**src/rtl/seq_det_pkg.sv**
```systemverilog
// Shared constants and helpers for the parametrised sequence detector.
package seq_det_pkg;

    localparam int unsigned PAT_W_MIN   = 2;
    localparam int unsigned PAT_W_MAX   = 32;
    localparam logic [3:0]  PAT_DEFAULT = 4'b1101;

    typedef enum logic {
        MODE_NOVL = 1'b0,
        MODE_OVL  = 1'b1
    } ovl_mode_e;

    // Fill counter must represent 0..pat_w inclusive.
    function automatic int unsigned fill_width(input int unsigned pat_w);
        return $clog2(pat_w + 1);
    endfunction

endpackage

```
**src/rtl/seq_det_param_if.sv**
```systemverilog
// Serial stream, pattern-load and counter signals of the sequence detector.
interface seq_det_param_if #(
    parameter int unsigned PAT_W = 4,
    parameter int unsigned CNT_W = 8
);
    logic             x;
    logic             x_vld;
    logic             ovl;
    logic             pat_ld;
    logic [PAT_W-1:0] pat_in;
    logic             y;
    logic             cnt_clr;
    logic [CNT_W-1:0] cnt;

    modport master (
        output x, x_vld, ovl, pat_ld, pat_in, cnt_clr,
        input  y, cnt
    );

    modport slave (
        input  x, x_vld, ovl, pat_ld, pat_in, cnt_clr,
        output y, cnt
    );
endinterface

```
**src/rtl/seq_det_hist.sv**
```systemverilog
// History shift register and fill counter; flags a match on the upcoming edge.
module seq_det_hist
    import seq_det_pkg::*;
#(
    parameter int unsigned PAT_W = 4
) (
    input  logic             clk,
    input  logic             rst_n,
    input  logic             x_i,
    input  logic             x_vld_i,
    input  logic             ovl_i,
    input  logic             pat_ld_i,
    input  logic [PAT_W-1:0] pat_i,
    output logic             match_o
);
    localparam int unsigned FILL_W = fill_width(PAT_W);
    localparam logic [FILL_W-1:0] FILL_FULL = FILL_W'(PAT_W);

    logic [PAT_W-1:0]  hist_q, hist_d;
    logic [FILL_W-1:0] fill_q, fill_d, fill_inc;

    always_comb begin
        hist_d   = hist_q;
        fill_d   = fill_q;
        match_o  = 1'b0;
        fill_inc = (fill_q == FILL_FULL) ? fill_q : fill_q + FILL_W'(1);
        if (pat_ld_i) begin
            hist_d = '0;
            fill_d = '0;
        end else if (x_vld_i) begin
            hist_d = {hist_q[PAT_W-2:0], x_i};
            fill_d = fill_inc;
            // Fill gating keeps reset zeros from completing a partial pattern.
            if ((hist_d == pat_i) && (fill_inc == FILL_FULL)) begin
                match_o = 1'b1;
                if (ovl_mode_e'(ovl_i) == MODE_NOVL) begin
                    fill_d = '0;
                end
            end
        end
    end

    always_ff @(posedge clk or negedge rst_n) begin
        if (!rst_n) begin
            hist_q <= '0;
            fill_q <= '0;
        end else begin
            hist_q <= hist_d;
            fill_q <= fill_d;
        end
    end

endmodule

```
**src/rtl/seq_det_param.sv**
```systemverilog
// Moore detector for a runtime-loadable pattern; SEQ_DET_CNT_EN adds a
// saturating match counter.
module seq_det_param
    import seq_det_pkg::*;
#(
    parameter int unsigned      PAT_W   = 4,
    parameter logic [PAT_W-1:0] PAT_RST = PAT_W'(PAT_DEFAULT),
    parameter int unsigned      CNT_W   = 8
) (
    input  logic           clk,
    input  logic           rst_n,
    seq_det_param_if.slave bus
);
    logic [PAT_W-1:0] pat_q;
    logic             y_q;
    logic             match;

    seq_det_hist #(
        .PAT_W (PAT_W)
    ) u_hist (
        .clk      (clk),
        .rst_n    (rst_n),
        .x_i      (bus.x),
        .x_vld_i  (bus.x_vld),
        .ovl_i    (bus.ovl),
        .pat_ld_i (bus.pat_ld),
        .pat_i    (pat_q),
        .match_o  (match)
    );

    always_ff @(posedge clk or negedge rst_n) begin
        if (!rst_n) begin
            pat_q <= PAT_RST;
            y_q   <= 1'b0;
        end else begin
            if (bus.pat_ld) begin
                pat_q <= bus.pat_in;
            end
            y_q <= match;
        end
    end

    assign bus.y = y_q;

`ifdef SEQ_DET_CNT_EN
    logic [CNT_W-1:0] cnt_q, cnt_d;

    always_comb begin
        cnt_d = cnt_q;
        if (bus.cnt_clr) begin
            cnt_d = '0;
        end else if (match && (cnt_q != '1)) begin
            cnt_d = cnt_q + CNT_W'(1);
        end
    end

    always_ff @(posedge clk or negedge rst_n) begin
        if (!rst_n) begin
            cnt_q <= '0;
        end else begin
            cnt_q <= cnt_d;
        end
    end

    assign bus.cnt = cnt_q;
`else
    logic cnt_clr_unused;
    assign cnt_clr_unused = bus.cnt_clr;
    assign bus.cnt        = '0;
`endif

endmodule
```
**src/flat_wrapper.sv**
```systemverilog
// flat-port wrapper written by rule: the top's interface ports become plain ports
module seq_det_param_flat import seq_det_pkg::*;
#(
    parameter int unsigned      PAT_W   = 4,
    parameter logic [PAT_W-1:0] PAT_RST = PAT_W'(PAT_DEFAULT),
    parameter int unsigned      CNT_W   = 8
)
  (clk, rst_n, bus_x, bus_x_vld, bus_ovl, bus_pat_ld, bus_pat_in, bus_cnt_clr, bus_y, bus_cnt);
  seq_det_param_if #(.PAT_W(PAT_W), .CNT_W(CNT_W)) bus_i ();
  input  logic clk;
  input  logic rst_n;
  input wire logic [$bits(bus_i.x)-1:0] bus_x;
  input wire logic [$bits(bus_i.x_vld)-1:0] bus_x_vld;
  input wire logic [$bits(bus_i.ovl)-1:0] bus_ovl;
  input wire logic [$bits(bus_i.pat_ld)-1:0] bus_pat_ld;
  input wire logic [$bits(bus_i.pat_in)-1:0] bus_pat_in;
  input wire logic [$bits(bus_i.cnt_clr)-1:0] bus_cnt_clr;
  output wire logic [$bits(bus_i.y)-1:0] bus_y;
  output wire logic [$bits(bus_i.cnt)-1:0] bus_cnt;
  assign bus_i.x = bus_x;
  assign bus_i.x_vld = bus_x_vld;
  assign bus_i.ovl = bus_ovl;
  assign bus_i.pat_ld = bus_pat_ld;
  assign bus_i.pat_in = bus_pat_in;
  assign bus_i.cnt_clr = bus_cnt_clr;
  assign bus_y = bus_i.y;
  assign bus_cnt = bus_i.cnt;
  seq_det_param #(.PAT_W(PAT_W), .PAT_RST(PAT_RST), .CNT_W(CNT_W)) u_core (.clk(clk), .rst_n(rst_n), .bus(bus_i));
endmodule
```
**config.mk**
```make
export PLATFORM = sky130hd
export DESIGN_NAME = seq_det_param_flat
export DESIGN_NICKNAME = d
export VERILOG_FILES = /design/src/rtl/seq_det_pkg.sv /design/src/rtl/seq_det_param_if.sv /design/src/rtl/seq_det_hist.sv /design/src/rtl/seq_det_param.sv /design/src/flat_wrapper.sv
export SDC_FILE = /design/constraint.sdc
export NUM_CORES = 1
export LEC_CHECK = 0
export ABC_AREA = 1
export BUFFER_PORTS_ARGS = -buffer_cell sky130_fd_sc_hd__buf_2
export CAP_MARGIN = 10
export CORE_UTILIZATION = 40
export DETAILED_ROUTE_END_ITERATION = 10
export SETUP_SLACK_MARGIN = 0.4
export SLEW_MARGIN = 30
export SYNTH_ARGS = -nofsm -noshare
export SYNTH_HDL_FRONTEND = slang
export SYNTH_SLANG_ARGS = --single-unit
```
**constraint.sdc**
```tcl
create_clock -name clk -period 1.8 [get_ports clk]
set_clock_uncertainty 0.2 [all_clocks]
set_input_delay 0.27 -clock clk [delete_from_list [all_inputs] [get_ports clk]]
set_output_delay 0.27 -clock clk [all_outputs]
set_load 0.05 [all_outputs]
```
Word level (Yosys, flattened, before mapping) --
Cells that the tools add are included.
Word-level totals: output and inout port bits 9, input bits 11, bits in registers 11
Cells by class: mux-type cells 10, add/sub/neg operators 1, equal/unequal tests 3, reduce and logical (&&, ||, !) cells 2
Operators by type and width (count):
- 3-bit 2-to-1 mux | 7
- 3-bit == test (second input constant) | 2
- 4-bit == test | 1
- 3-bit by 1-bit adder with 3-bit output (second input constant) | 1
- 1-bit 2-to-1 mux | 3
- 2-bit nonzero test | 1
- 1-bit logical AND | 1

Depth between registers and ports, before layout --
depth after elaboration 7, depth in mapped cells 9

Modules after synthesis --
From an unflattened synthesis, not the netlist that was laid out.
Unflattened totals: cell total of the unflattened synthesis 83, area total of the unflattened synthesis 659.4 µm²
Modules (own cells, without submodules):
- seq_det_hist | area each 417.9 µm², cells an instance 56, seq. area each 150.1 µm², instances 1
- seq_det_param | area each 241.5 µm², cells an instance 27, seq. area each 128.9 µm², instances 1

Worst setup path before layout --
Ideal clock, no wire load.
kind register to register, start register u_core.u_hist.fill_q[0], end register u_core.u_hist.fill_q[2], setup time 116 ps, cell stages (with the launch flop) 9, setup slack 367 ps, data arrival time 1117 ps, path through dfrtp_1 -> inv_1 -> ha_1 -> inv_1 -> nand3_2 -> nor2_2 -> nand3_1 -> nand2_1 -> nand2_1
On the way: cells in the longest elaborated chain, start to end 7
Ends and longest elaborated chain:
- start: declaration | line seq_det_hist.sv:20 | logic [FILL_W-1:0] fill_q, fill_d, fill_inc;
- start signal: assignment | line seq_det_hist.sv:49 | fill_q <= fill_d;
- 3-bit by 1-bit adder with 3-bit output / 3-bit == test (equally long branches) | line seq_det_hist.sv:26 | fill_inc = (fill_q == FILL_FULL) ? fill_q : fill_q + FILL_W'(1);
- 3-bit 2-to-1 mux * | line seq_det_hist.sv:26
- 3-bit == test | line seq_det_hist.sv:34 | if ((hist_d == pat_i) && (fill_inc == FILL_FULL)) begin
- 1-bit logical AND | line seq_det_hist.sv:34
- 3-bit 2-to-1 mux * | line seq_det_hist.sv:34
- 3-bit 2-to-1 mux * | line seq_det_hist.sv:30 | end else if (x_vld_i) begin
- 3-bit 2-to-1 mux * | line seq_det_hist.sv:27 | if (pat_ld_i) begin
Mark *: on every way between the ends. The rest lies on a longest branch, timed or not. The select of a mux whose other input is x is not followed. A chain may end at the register's enable or synchronous reset.

Final worst setup path --
Ends and elaborated chain as after synthesis.

==> metrics.md <==
| Metric | Value |
|---|---|
| Outcome | completed |
| Max-slew violations | 0 |
| # DRC | 0 |
| Clock Pin Slew Worst Setup and Hold Paths | 0.07 ns |
| CTS Sinks | 11 |
| WS Path Type | flop to flop |
| Mux contribution to synthesized area | 0.05143 |
| Simple-Gate Fraction of Synth Area | 0.2152 |
| Dpl cell area | 688.2 sq um |
| Met2 routed WL | 537 um |
| Tcrit/Tclk final | 0.7910 |
| VDD IR-drop max | 507.0 uV |
| Worst-path maximum fanout | 3 |
| Largest net degree at the start of global routing | 12 |
| Layout fillers | 150 |
| Area delta synth->final | 18.29% |
| Setup violators final | 0 |
| Fin nets | 107 |
| Starting Density | 0.4310 |
| Final worst path period need | 1.424 ns |
| Die width | 42.53 um |
| MaxCap Viol Count | 0 |
| Number of port buffers | 10 |
| Hold crit path type | input port to flop |
| Mapped Cells | 76 |
| Fin worst setup slack | 0.3762 ns |
| CP Launch Type | flop |
| Peak Freq | 702.4 MHz |
| M1 wire length | 501 um |
| CTS tree | done |
| Netlist Area Pre-Place | 656.9 sq um |
| Met3 wire len | 62 um |
| Top Layer Used | met3 |
| Setup TNS | 0 ns |
| Drt wl/cell | 10.10 um |
| Die ar. | 1808 sq um |
| Seq/Total Area, Yosys | 0.4248 |
| Layout cell share with drive strength beyond 1 | 0.4086 |
| Unrepaired setup endpoints after global routing | true |
| First-pass GRT wire length | 1.828 mm |
| Total GRT Usage | 0.1372 |
| Placed Cells | 100 |
| Most frequent cells in the layout | 15 x nand2_1, 10 x buf_2, 8 x conb_1, 8 x dfrtp_1, 7 x inv_2 |
| Post-DP HPWL | 809.3 um |
| Worst Setup End Kind | flop |
| Worst EP required | 1.76 ns |
| Initial antenna violation count | 0 |
| DRT Wirelength | 1.101 mm |
| Drt via density | 4.514 |
| Vias in the first global route | 431 |
| Adder-cell area share of the yosys netlist | 0.03810 |
| Ant. Diodes | 0 |
| Worst slack, placed | 0.3321 ns |
| Htree depth | 1 |
| Leak | 0.3810 nW |
| Compound-cell area share of the yosys netlist | 0.05714 |
| Post-Layout Inst Area | 777.0 sq um |
| Commonest non-fill, non-tap cell in the layout | nand2_1 |
| Xor/xnor cell area share of the yosys netlist | 0.04000 |
| Gp weighted congestion | 0.7786 |
| Largest family of logic cells by synthesized area | simple AND/OR/NAND/NOR gates |
| Clock Tree Buf Depth | 2 |
| CTS Buf Count | 3 |
| WP data arrival | 1.39 ns |
| Final hold violations | 0 |
| Core area | 1524 sq um |
| Initial DRC count | 3 |
| Num ports | 20 |
| Fin util | 0.5099 |
| Clock Latency Late Sink | 0.27 ns |
| GRT Residual Overflow | 0 |
| Syn avg cell area | 8.643 sq um |
| Final cell count without fillers | 109 |
| Count of unique library cells instantiated by Yosys | 20 |
| Root Buffer | clkbuf_4 |
| PwrDens | 764.5 nW/um^2 |
| DR vias | 492 |
| Die height | 42.53 um |
| Yosys reg bits | 11 |
| Synth Warn # | 0 |
| Final ANT Viol Nets | 0 |
| First-pass DRT Iterations | 4 |
| Row Count | 14 |
-- kinds of logic (layout without fill, tap and decap cells) --
family	count (synthesis)	count (layout)
multiplexers	3	3
XOR/XNOR	3	3
AND/OR/NAND/NOR	28	28
other	1	8
flip-flops	11	11
buffers and inverters	21	31
adder cells (fa/ha/maj)	2	2
AO/OA/AOI/OAI	7	7
-- cells in the mapped netlist --
| cell | count | share of area |
|---|---|---|
| inv_2 | 4 | 0.023 |
| o21ai_1 | 4 | 0.030 |
| buf_4 | 8 | 0.091 |
| xnor2_1 | 3 | 0.040 |
| nand2_2 | 1 | 0.0095 |
| o22ai_1 | 2 | 0.019 |
| mux2_1 | 3 | 0.051 |
| nand2_1 | 17 | 0.097 |
| dfstp_2 | 3 | 0.12 |
| buf_2 | 1 | 0.0076 |
| nor2_1 | 1 | 0.0057 |
| dfrtp_1 | 8 | 0.30 |
| nor2_4 | 2 | 0.034 |
| nand3_2 | 1 | 0.015 |
| inv_1 | 8 | 0.046 |
| nor2_2 | 4 | 0.038 |
| o21ai_0 | 1 | 0.0076 |
| nand3_1 | 2 | 0.015 |
| conb_1 | 1 | 0.0057 |
| ha_1 | 2 | 0.038 |
-- registers in the layout, indices dropped and copies added, names as in the netlist --
signal                cells
u_core.bus.y              1
u_core.pat_q              4
u_core.u_hist.hist_q      3
u_core.u_hist.fill_q      3
-- worst max-delay path: stages, from the launching register on --
cell and delay [ns]:
dfrtp_1 0.40, inv_2 0.07, buf_4 0.13, buf_4 0.13, nand2_2 0.07, nand3_2 0.06, nor2_2 0.09, nand3_1 0.07
nand2_1 0.06, nand2_1 0.04
-- metrics by stage --
step | total power, W | hold WS [ns]
finish | 0.0005940 | 0.01933
global route | 0.0006318 | 0.02124
CTS | 0.0005919 | 0.01878
detailed placement | 0.0004068 | -0.05164
global placement | 0.0004039 | -0.05398
floorplan | 0.0003938 | -0.2256
-- per-layer routing --
layer,global-route usage,vias up
li1,-,250
met1,0.1739,224
met2,0.2185,18
met3,0.05172,0
met4,0.03750,0
met5,0,-
-- path summary, 6_finish.rpt --
path                                              start                       to  slack, ns  cells after the start
worst min-delay path                      bus_pat_in[0]          u_core.pat_q[0]       0.02                      2
min in group asynchronous                         rst_n  u_core.u_hist.hist_q[2]       0.19                      2
worst max register to register  u_core.u_hist.fill_q[0]  u_core.u_hist.fill_q[2]       0.38                      9
worst max-delay path            u_core.u_hist.fill_q[0]  u_core.u_hist.fill_q[2]       0.38                      9
worst min register to register          u_core.pat_q[2]          u_core.pat_q[2]       0.29                      2
max in group asynchronous                         rst_n          u_core.pat_q[0]       0.95                      2
-- final cells by class --
class,count,area [sq um],share of cell area
tap,16,20.02,0.02576
timing repair buffer,15,92.59,0.1192
sequential,11,279.0,0.3591
inverter,12,45.04,0.05797
clock buffer,4,26.28,0.03382
multi-input combinational,51,314.1,0.4042
-- timing repair --
action | in CTS | in global routing
pin swaps | 4 | 5
gates resized for setup | 2 | 4
setup buffers | 2 | 1
endpoints found under the hold margin | 12 | 0
cloned | 0 | 0
setup endpoints to repair | 1 | 2
hold buffers | 2 | 0
-- report_power, final --
group	switching, W	total [W]	internal, W
Clock	0.0000817	0.000167	0.0000857
Sequential	0.0000114	0.000279	0.000268
Combinational	0.0000936	0.000148	0.0000540
Power figures use the tool's default switching activity.
